<file path="config.mk">
export PLATFORM = sky130hd
export DESIGN_NAME = quad_psum_drain_flat
export DESIGN_NICKNAME = d
export VERILOG_FILES = /design/src/rtl/quad_psum_drain_if.sv /design/src/rtl/quad_psum_drain.sv /design/src/flat_wrapper.sv
export SDC_FILE = /design/constraint.sdc
export NUM_CORES = 1
export LEC_CHECK = 0
export BUFFER_PORTS_ARGS = -buffer_cell sky130_fd_sc_hd__clkbuf_2
export CAP_MARGIN = 10
export CORE_ASPECT_RATIO = 1.1
export CORE_MARGIN = 3
export CORE_UTILIZATION = 25
export DETAILED_ROUTE_END_ITERATION = 6
export MAX_ROUTING_LAYER = met4
export PLACE_DENSITY = 0.46
export SLEW_MARGIN = 20
export SYNTH_ARGS = -nofsm -noshare
export SYNTH_HDL_FRONTEND = slang
export SYNTH_SLANG_ARGS = --single-unit
</file>
<file path="constraint.sdc">
create_clock -name clk -period 10.5 [get_ports clk]
set_clock_uncertainty 0.2 [all_clocks]
set_input_delay 2.1 -clock clk [delete_from_list [all_inputs] [get_ports clk]]
set_output_delay 2.1 -clock clk [all_outputs]
set_load 0.02 [all_outputs]
</file>
<file path="src/rtl/quad_psum_drain_if.sv">
// Stream bundle between the quad-MAC column, the drain block and the output writer.
// slave: drain-side view; master: producer/consumer (environment) view.
interface quad_psum_drain_if #(
  parameter int unsigned wxyzOutputBits = 32
);
  logic                      in_valid;
  logic [wxyzOutputBits-1:0] w;
  logic [wxyzOutputBits-1:0] x;
  logic [wxyzOutputBits-1:0] y;
  logic [wxyzOutputBits-1:0] z;
  logic                      in_ready;
  logic                      out_valid;
  logic                      out_ready;
  logic [wxyzOutputBits-1:0] out_data;
  logic [1:0]                out_lane;
  logic                      out_last;
  logic                      overflow;

  modport slave (
    input  in_valid, w, x, y, z, out_ready,
    output in_ready, out_valid, out_data, out_lane, out_last, overflow
  );

  modport master (
    output in_valid, w, x, y, z, out_ready,
    input  in_ready, out_valid, out_data, out_lane, out_last, overflow
  );
endinterface

</file>
<file path="src/rtl/quad_psum_drain.sv">
// quad_psum_drain: buffers whole {w,x,y,z} partial-sum quads in a DEPTH-entry FIFO
// and serializes them one lane per transfer (w, x, y, z) onto a valid/ready stream.
// Quads offered while full are dropped and flagged in a sticky overflow bit.
// Optional build macro QUAD_DRAIN_RELU_EN: negative lane words are emitted as 0
// (FIFO contents untouched).
module quad_psum_drain #(
  parameter int unsigned wxyzOutputBits = 32,
  parameter int unsigned DEPTH          = 4
) (
  input  logic                 clk,
  input  logic                 rst,
  quad_psum_drain_if.slave     bus
);
  localparam int unsigned PW = (DEPTH > 1) ? $clog2(DEPTH) : 1;
  localparam int unsigned CW = $clog2(DEPTH + 1);

  typedef enum logic {IDLE, STREAM} state_t;

  logic [wxyzOutputBits-1:0] r_mem [DEPTH][4];
  logic [PW-1:0]             r_wptr;
  logic [PW-1:0]             r_rptr;
  logic [CW-1:0]             r_count;
  logic [1:0]                r_lane;
  logic                      r_overflow;
  state_t                    r_state;

  state_t                    w_state_nxt;
  logic [CW-1:0]             w_count_nxt;
  logic                      w_in_ready;
  logic                      w_push;
  logic                      w_valid;
  logic                      w_fire;
  logic                      w_pop_last;
  logic [wxyzOutputBits-1:0] w_head;
  logic [wxyzOutputBits-1:0] w_lane_word;

  assign w_in_ready = (r_count != CW'(DEPTH));
  assign w_push     = bus.in_valid && w_in_ready;
  assign w_valid    = (r_state == STREAM);
  assign w_fire     = w_valid && bus.out_ready;
  assign w_pop_last = w_fire && (r_lane == 2'd3);
  assign w_head     = r_mem[r_rptr][r_lane];

`ifdef QUAD_DRAIN_RELU_EN
  assign w_lane_word = w_head[wxyzOutputBits-1] ? '0 : w_head;
`else
  assign w_lane_word = w_head;
`endif

  assign bus.in_ready  = w_in_ready;
  assign bus.out_valid = w_valid;
  assign bus.out_data  = w_valid ? w_lane_word : '0;
  assign bus.out_lane  = w_valid ? r_lane : '0;
  assign bus.out_last  = w_valid && (r_lane == 2'd3);
  assign bus.overflow  = r_overflow;

  // Quad storage: written on an accepted push, no reset needed (reads gated by valid)
  always_ff @(posedge clk) begin
    if (w_push) begin
      r_mem[r_wptr][0] <= bus.w;
      r_mem[r_wptr][1] <= bus.x;
      r_mem[r_wptr][2] <= bus.y;
      r_mem[r_wptr][3] <= bus.z;
    end
  end

  // Pointers, occupancy, lane counter, sticky overflow and FSM state
  always_ff @(posedge clk or posedge rst) begin
    if (rst) begin
      r_wptr     <= '0;
      r_rptr     <= '0;
      r_count    <= '0;
      r_lane     <= '0;
      r_overflow <= 1'b0;
      r_state    <= IDLE;
    end else begin
      r_state <= w_state_nxt;
      r_count <= w_count_nxt;
      if (w_push) begin
        r_wptr <= r_wptr + 1'b1;
      end
      if (w_fire) begin
        r_lane <= r_lane + 2'd1;
      end
      if (w_pop_last) begin
        r_rptr <= r_rptr + 1'b1;
      end
      if (bus.in_valid && !w_in_ready) begin
        r_overflow <= 1'b1;
      end
    end
  end

  // Next occupancy and next FSM state; STREAM exactly while a quad is buffered
  always_comb begin
    w_count_nxt = r_count;
    w_state_nxt = r_state;
    if (w_push && !w_pop_last) begin
      w_count_nxt = r_count + 1'b1;
    end else if (!w_push && w_pop_last) begin
      w_count_nxt = r_count - 1'b1;
    end
    case (r_state)
      IDLE:    if (w_count_nxt != '0) w_state_nxt = STREAM;
      STREAM:  if (w_pop_last && (w_count_nxt == '0)) w_state_nxt = IDLE;
      default: w_state_nxt = IDLE;
    endcase
  end
endmodule

</file>
<file path="src/flat_wrapper.sv">
// flat-port wrapper written by rule: the top's interface ports become plain ports
module quad_psum_drain_flat 
#(
  parameter int unsigned wxyzOutputBits = 32,
  parameter int unsigned DEPTH          = 4
)
  (clk, rst, bus_in_valid, bus_w, bus_x, bus_y, bus_z, bus_out_ready, bus_in_ready, bus_out_valid, bus_out_data, bus_out_lane, bus_out_last, bus_overflow);
  quad_psum_drain_if #(.wxyzOutputBits(wxyzOutputBits)) bus_i ();
  input  logic clk;
  input  logic rst;
  input wire logic [$bits(bus_i.in_valid)-1:0] bus_in_valid;
  input wire logic [$bits(bus_i.w)-1:0] bus_w;
  input wire logic [$bits(bus_i.x)-1:0] bus_x;
  input wire logic [$bits(bus_i.y)-1:0] bus_y;
  input wire logic [$bits(bus_i.z)-1:0] bus_z;
  input wire logic [$bits(bus_i.out_ready)-1:0] bus_out_ready;
  output wire logic [$bits(bus_i.in_ready)-1:0] bus_in_ready;
  output wire logic [$bits(bus_i.out_valid)-1:0] bus_out_valid;
  output wire logic [$bits(bus_i.out_data)-1:0] bus_out_data;
  output wire logic [$bits(bus_i.out_lane)-1:0] bus_out_lane;
  output wire logic [$bits(bus_i.out_last)-1:0] bus_out_last;
  output wire logic [$bits(bus_i.overflow)-1:0] bus_overflow;
  assign bus_i.in_valid = bus_in_valid;
  assign bus_i.w = bus_w;
  assign bus_i.x = bus_x;
  assign bus_i.y = bus_y;
  assign bus_i.z = bus_z;
  assign bus_i.out_ready = bus_out_ready;
  assign bus_in_ready = bus_i.in_ready;
  assign bus_out_valid = bus_i.out_valid;
  assign bus_out_data = bus_i.out_data;
  assign bus_out_lane = bus_i.out_lane;
  assign bus_out_last = bus_i.out_last;
  assign bus_overflow = bus_i.overflow;
  quad_psum_drain #(.wxyzOutputBits(wxyzOutputBits), .DEPTH(DEPTH)) u_core (.clk(clk), .rst(rst), .bus(bus_i));
endmodule
</file>
-- Word-level counts from Yosys, hierarchy flattened
Memories as Yosys holds them, arrays and structs flattened.
Cells that the tools add are included.
- eq/ne operators: 2
- magnitude comparators: 1
- mux-type cells: 12
- bitwise operators: 2
- reduce and logical (&&, ||, !) cells: 13
- $add $sub $neg: 5
- operators with widths (operator ; number):
    32-bit 2-to-1 mux ; 3
    32-bit binary-select mux with 2-bit select ; 1
    1-bit logical AND ; 8
    2-bit by 1-bit adder with 2-bit output (second input constant) ; 3
    3-bit 2-to-1 mux ; 2
    1-bit 2-to-1 mux ; 4
    3-bit by 1-bit adder with 3-bit output (second input constant) ; 1
    3-bit greater-or-equal comparator (second input constant) ; 1
    1-bit zero test ; 3
    3-bit zero test ; 1
    3-bit != test (second input constant) ; 1
    2-bit NOT with 3-bit output ; 1
    3-bit nonzero test ; 1
    3-bit by 1-bit subtractor with 3-bit output (second input constant) ; 1
    2-bit == test (second input constant) ; 1
    2-bit 2-to-1 mux ; 1
    1-bit one-hot mux with 2 select lines ; 1
    1-bit NOT ; 1
- output and inout port bits: 38
- memories kept: 1
- logic and storage cells: 42
- bits of input ports: 132
- flip-flop bits (word level): 11
- memory bits (writable): 512
- memory list (name ; depth ; bits a word ; read ports ; clocked after Yosys merged registers in ; write ports ; RTL line ; RTL):
    u_core.r_mem ; 4 ; 128 ; 1 ; 0 ; 1 ; quad_psum_drain.sv:19 ; logic [wxyzOutputBits-1:0] r_mem [DEPTH][4];

-- Depth between registers and ports, before layout
- depth after elaboration: 10
- gate-level depth with buffers: 7
- mapped depth without buffers: 6

-- Worst setup path after synthesis
No wires, ideal clock.
- path kind: input to register
- start: input port bus_in_valid
- end: memory u_core.r_mem[0][0] in the netlist's numbering, enable pin
- slack: 4150 ps
- library setup time: 502 ps
- arrival: 5647 ps
- data required time: 9798 ps
- stages on the path: 3
- buffers on the path: 1
- path through: a21boi_1 -> clkbuf_1 -> and2_1
- cells in the longest elaborated chain, start to end: 3
- ends and longest elaborated chain (item ; RTL line ; RTL):
    start: declaration ; flat_wrapper.sv:11 ; input wire logic [$bits(bus_i.in_valid)-1:0] bus_in_valid;
    1-bit logical AND ; quad_psum_drain.sv:38 ; assign w_push = bus.in_valid && w_in_ready;
    1-bit 2-to-1 mux ; quad_psum_drain.sv:59 ; if (w_push) begin
    1-bit 2-to-1 mux (not written as such) ; quad_psum_drain.sv:63 ; r_mem[r_wptr][3] <= bus.z;
    end: declaration ; quad_psum_drain.sv:19 ;
No other way between the ends.

-- Worst setup path after layout
- start: register u_core.r_rptr[1]
- end: output port bus_out_data[16]
- cells in the longest elaborated chain, start to end: 5
- ends and longest elaborated chain (item ; RTL line ; RTL):
    start: declaration ; quad_psum_drain.sv:21 ; logic [PW-1:0] r_rptr;
    start signal: assignment ; quad_psum_drain.sv:86 ; r_rptr <= r_rptr + 1'b1;
    memory 4 x 128 bit ; - ;
    32-bit binary-select mux with 2-bit select ; quad_psum_drain.sv:42 ; assign w_head = r_mem[r_rptr][r_lane];
    32-bit 2-to-1 mux (not written as such) (2 in series) ; quad_psum_drain.sv:42 ;
    32-bit 2-to-1 mux ; quad_psum_drain.sv:52 ; assign bus.out_data = w_valid ? w_lane_word : '0;
    end: declaration ; flat_wrapper.sv:19 ; output wire logic [$bits(bus_i.out_data)-1:0] bus_out_data;
No other way between the ends. The select of a mux whose other input is x is not followed.

==> summary.md <==
| Metric | Value |
|---|---|
| Yosys reg bits | 523 |
| Avg Inst Size Synth | 22.5 um2 |
| Dominant cell type by area after synthesis | edfxtp_1 |
| Post-layout utilization of the core | between 20% and 30% |
| Post-CTS resize count | 0 |
| Required @ worst endpoint | 8.20 ns |
| Synth async-reset ratio | ~2.1% |
| Synthesized instance count | 905 |
| Sequential element share of the synthesized area | 76.7% |
| Root buffer cell | clkbuf_16 |
| Outcome | finished clean |
| Top-count cell post-synth | edfxtp_1 |
| Static leakage | 7.97 nW |
| CP cell instances | buf_4, mux4_2, mux2i_1, o22ai_1, clkbuf_2 |
| CTS tree | yes |
| Syn Nets | between 1k and 1.5k |
| Vias in the first global route | 10.3k |
| DR pass1 iterations | 5 |
| Slew @ Worst Pin | 1.02 ns |
| Cell Area, Synth | 20,400 um2 |
| Layout cells sized above 1 | 32.8% |
| Kind of critical path | reg2out |
| Wire per inst | 21.7 um |
| Final Max Slew Viols | 0 |
| Setup_tns | 0 ns |
| Period utilization | between 50 and 60% |
| Placement Setup Slack | 5.14 ns |
| Crit path largest cell delay | 0.81 ns |
| Die area | 85,000 um2 |
| Buf/Inv on CP | 2 |
| Synth area leaders | edfxtp_1 (75%), mux4_2 (11%), mux4_1 (2.6%) |
| Worst-path clk slew | 0.06 ns |
| Worst-case clock buffer depth | 3 |
| PortBufs | 169 |
| Pwr per Cell Area | slightly below 300 nW/um2 |
| Final setup fails | 0 |
| Drt total wl | 48.1 mm |
| CTS Buf Count | 57 |
| Largest net degree at the start of global routing | 82 |
| Post-synth EDFFs | 512 |
| Vias | 9,497 |
| Period minus WS final | roughly 5.9 ns |
| Initial Util | 25.3% |
| Residual DRC | 0 |
| MaxCap Viol Count | 0 |
| Max Fanout on Critical Path | 54 |
| Hold_buf cts | 0 |
| Clk sinks | 523 |
| Total GRT Usage | between 10 and 15% |
| Worst Setup Slack, final | 4.62 ns |
| DR vias/cell | ~4.3 |
| Max rail drop VDD | roughly 0.14 mV |
| Final net count | 1,239 |
| Max Clk Rate | between 150 and 200 MHz |
| Synth cell count leaders | edfxtp_1 (512), mux4_2 (96), mux2i_1 (40) |
| Worst Path Arrival | 3.58 ns |
| Core area | 80,600 um2 |
| Initial antenna violation count | 15 |
| RePlAce Congestion | 0.689 |
| Slew HR | 31.7% |
| Hold Path Class | reg2reg |
| GRT overflow | 0 |
| Final Hold Vio Count | 0 |
| Critical Path End Type | primary output |
| Top Ports | 170 |
| Synth warnings | 0 |
| Final ANT Viol Nets | 0 |
| Total power | 0.00708 W |
| Clock latency on the worst-skew pair | 0.61 ns |
| FILL cells | 7,801 |
| CTS H-tree lvls | 2 |
| Worst Hold Margin | 0.273 ns |
| Die Width | approximately 280 um |
| Post-DP HPWL | 29.0 mm |
| Site Rows | 109 |
| Post-CTS Repair Setup Buffers | 0 |
| Initial drt markers | 558 |
| Global-route wire length before repair | around 71 mm |
| Startpoint types | flip-flop |
| Synth Flop Type | edfxtp_1 |
| Top cell type's share of synthesized area | 75.4% |
| P&R area growth vs syn | 18.5% |
| Die Y | roughly 310 um |
| RSZ-0062 raised after global routing | false |
| Slowest cell on the critical path | buf_4 |
| CP delay by family, top | buffers and inverters |
| Synth unique cells | 45 |
## routing by layer
metal / part of all wire, % / GRT usage, % / vias to the layer above
li1: - / - / 4257
met4: 1.8 / 2.95 / 0
met3: 5.4 / 3.37 / 58
met1: 42 / 13.9 / 4998
met2: 51 / 19.3 / 184
met5: 0 / - / -
## worst paths after layout
| check | from | end | slack (ns) | cells after the start |
|---|---|---|---|---|
| min | u_core.bus.overflow$_DFFE_PP0P_ | u_core.bus.overflow$_DFFE_PP0P_ | 0.27 | 1 |
| min reg2reg | u_core.bus.overflow$_DFFE_PP0P_ | u_core.bus.overflow$_DFFE_PP0P_ | 0.27 | 1 |
| max in group asynchronous | rst | u_core.r_rptr[1]$_DFFE_PP0N_ | 8.44 | 2 |
| min in group asynchronous | rst | u_core.r_count[1]$_DFF_PP0_ | 1.28 | 2 |
| max reg2reg | u_core.r_count[1]$_DFF_PP0_ | u_core.r_mem[1][112]$_DFFE_PP_ | 6.79 | 5 |
| max | u_core.r_rptr[1]$_DFFE_PP0N_ | bus_out_data[16] | 4.62 | 5 |
## cells in the final DEF, fill, tap and decap left out, drive strengths merged, types with 11 or more instances in the layout
cell and count:
edfxtp 512, clkbuf 233, mux4 116, mux2i 40, nor2b 31, clkinv 29, o22ai 23, a211oi 22
diode 17, nand2 17, buf 15, o31ai 11, a221o 11, dfrtp 11
## worst register-to-register path: stages, from the launching register on
cell	delay, ns
dfrtp_1	0.37
inv_1	0.08
ha_1	0.22
a21boi_1	0.81
and2_4	0.78
buf_4	0.83
## power breakdown
group / leakage, nW / internal [W] / switching, W / total, W
registers: 4.81 / 0.00275 / 0.000166 / 0.00292
clock network: 0.897 / 0.00115 / 0.000823 / 0.00198
logic: 2.26 / 0.000886 / 0.00130 / 0.00219
## final cells by class
class	count	area (um2)	area share, %
Antenna cell	17	42.5	0.176
Clock buffer	64	1470	6.10
Clock inverter	41	379	1.57
Inverter	7	26.3	0.109
Multi-Input combinational cell	326	4310	17.8
Sequential cell	523	15700	64.8
Tap cell	1054	1320	5.46
Timing Repair Buffer	184	958	3.96
## cells by family after synthesis
group	share of synthesized area, %
AO/OA/AOI/OAI	2.72
XOR/XNOR	0.282
adder cells (fa/ha/maj)	0.540
buffers and inverters	2.17
flip-flops	76.7
multiplexers	15.3
AND/OR/NAND/NOR	2.24
## metrics by stage
stage	cell area, um2	instances
floorplan	20400	905
global placement	22300	2094
detailed placement	22300	2094
CTS	24100	2199
global route	24200	2212
finish	24200	2216
## sequential cells by signal (all words and copies together) (netlist names)
name / flops
u_core.r_mem: 512
u_core.r_count: 3
u_core.r_lane: 2
u_core.r_rptr: 2
u_core.r_wptr: 2
u_core.bus.out_valid: 1
u_core.bus.overflow: 1
(Power assumes the default switching activity.)
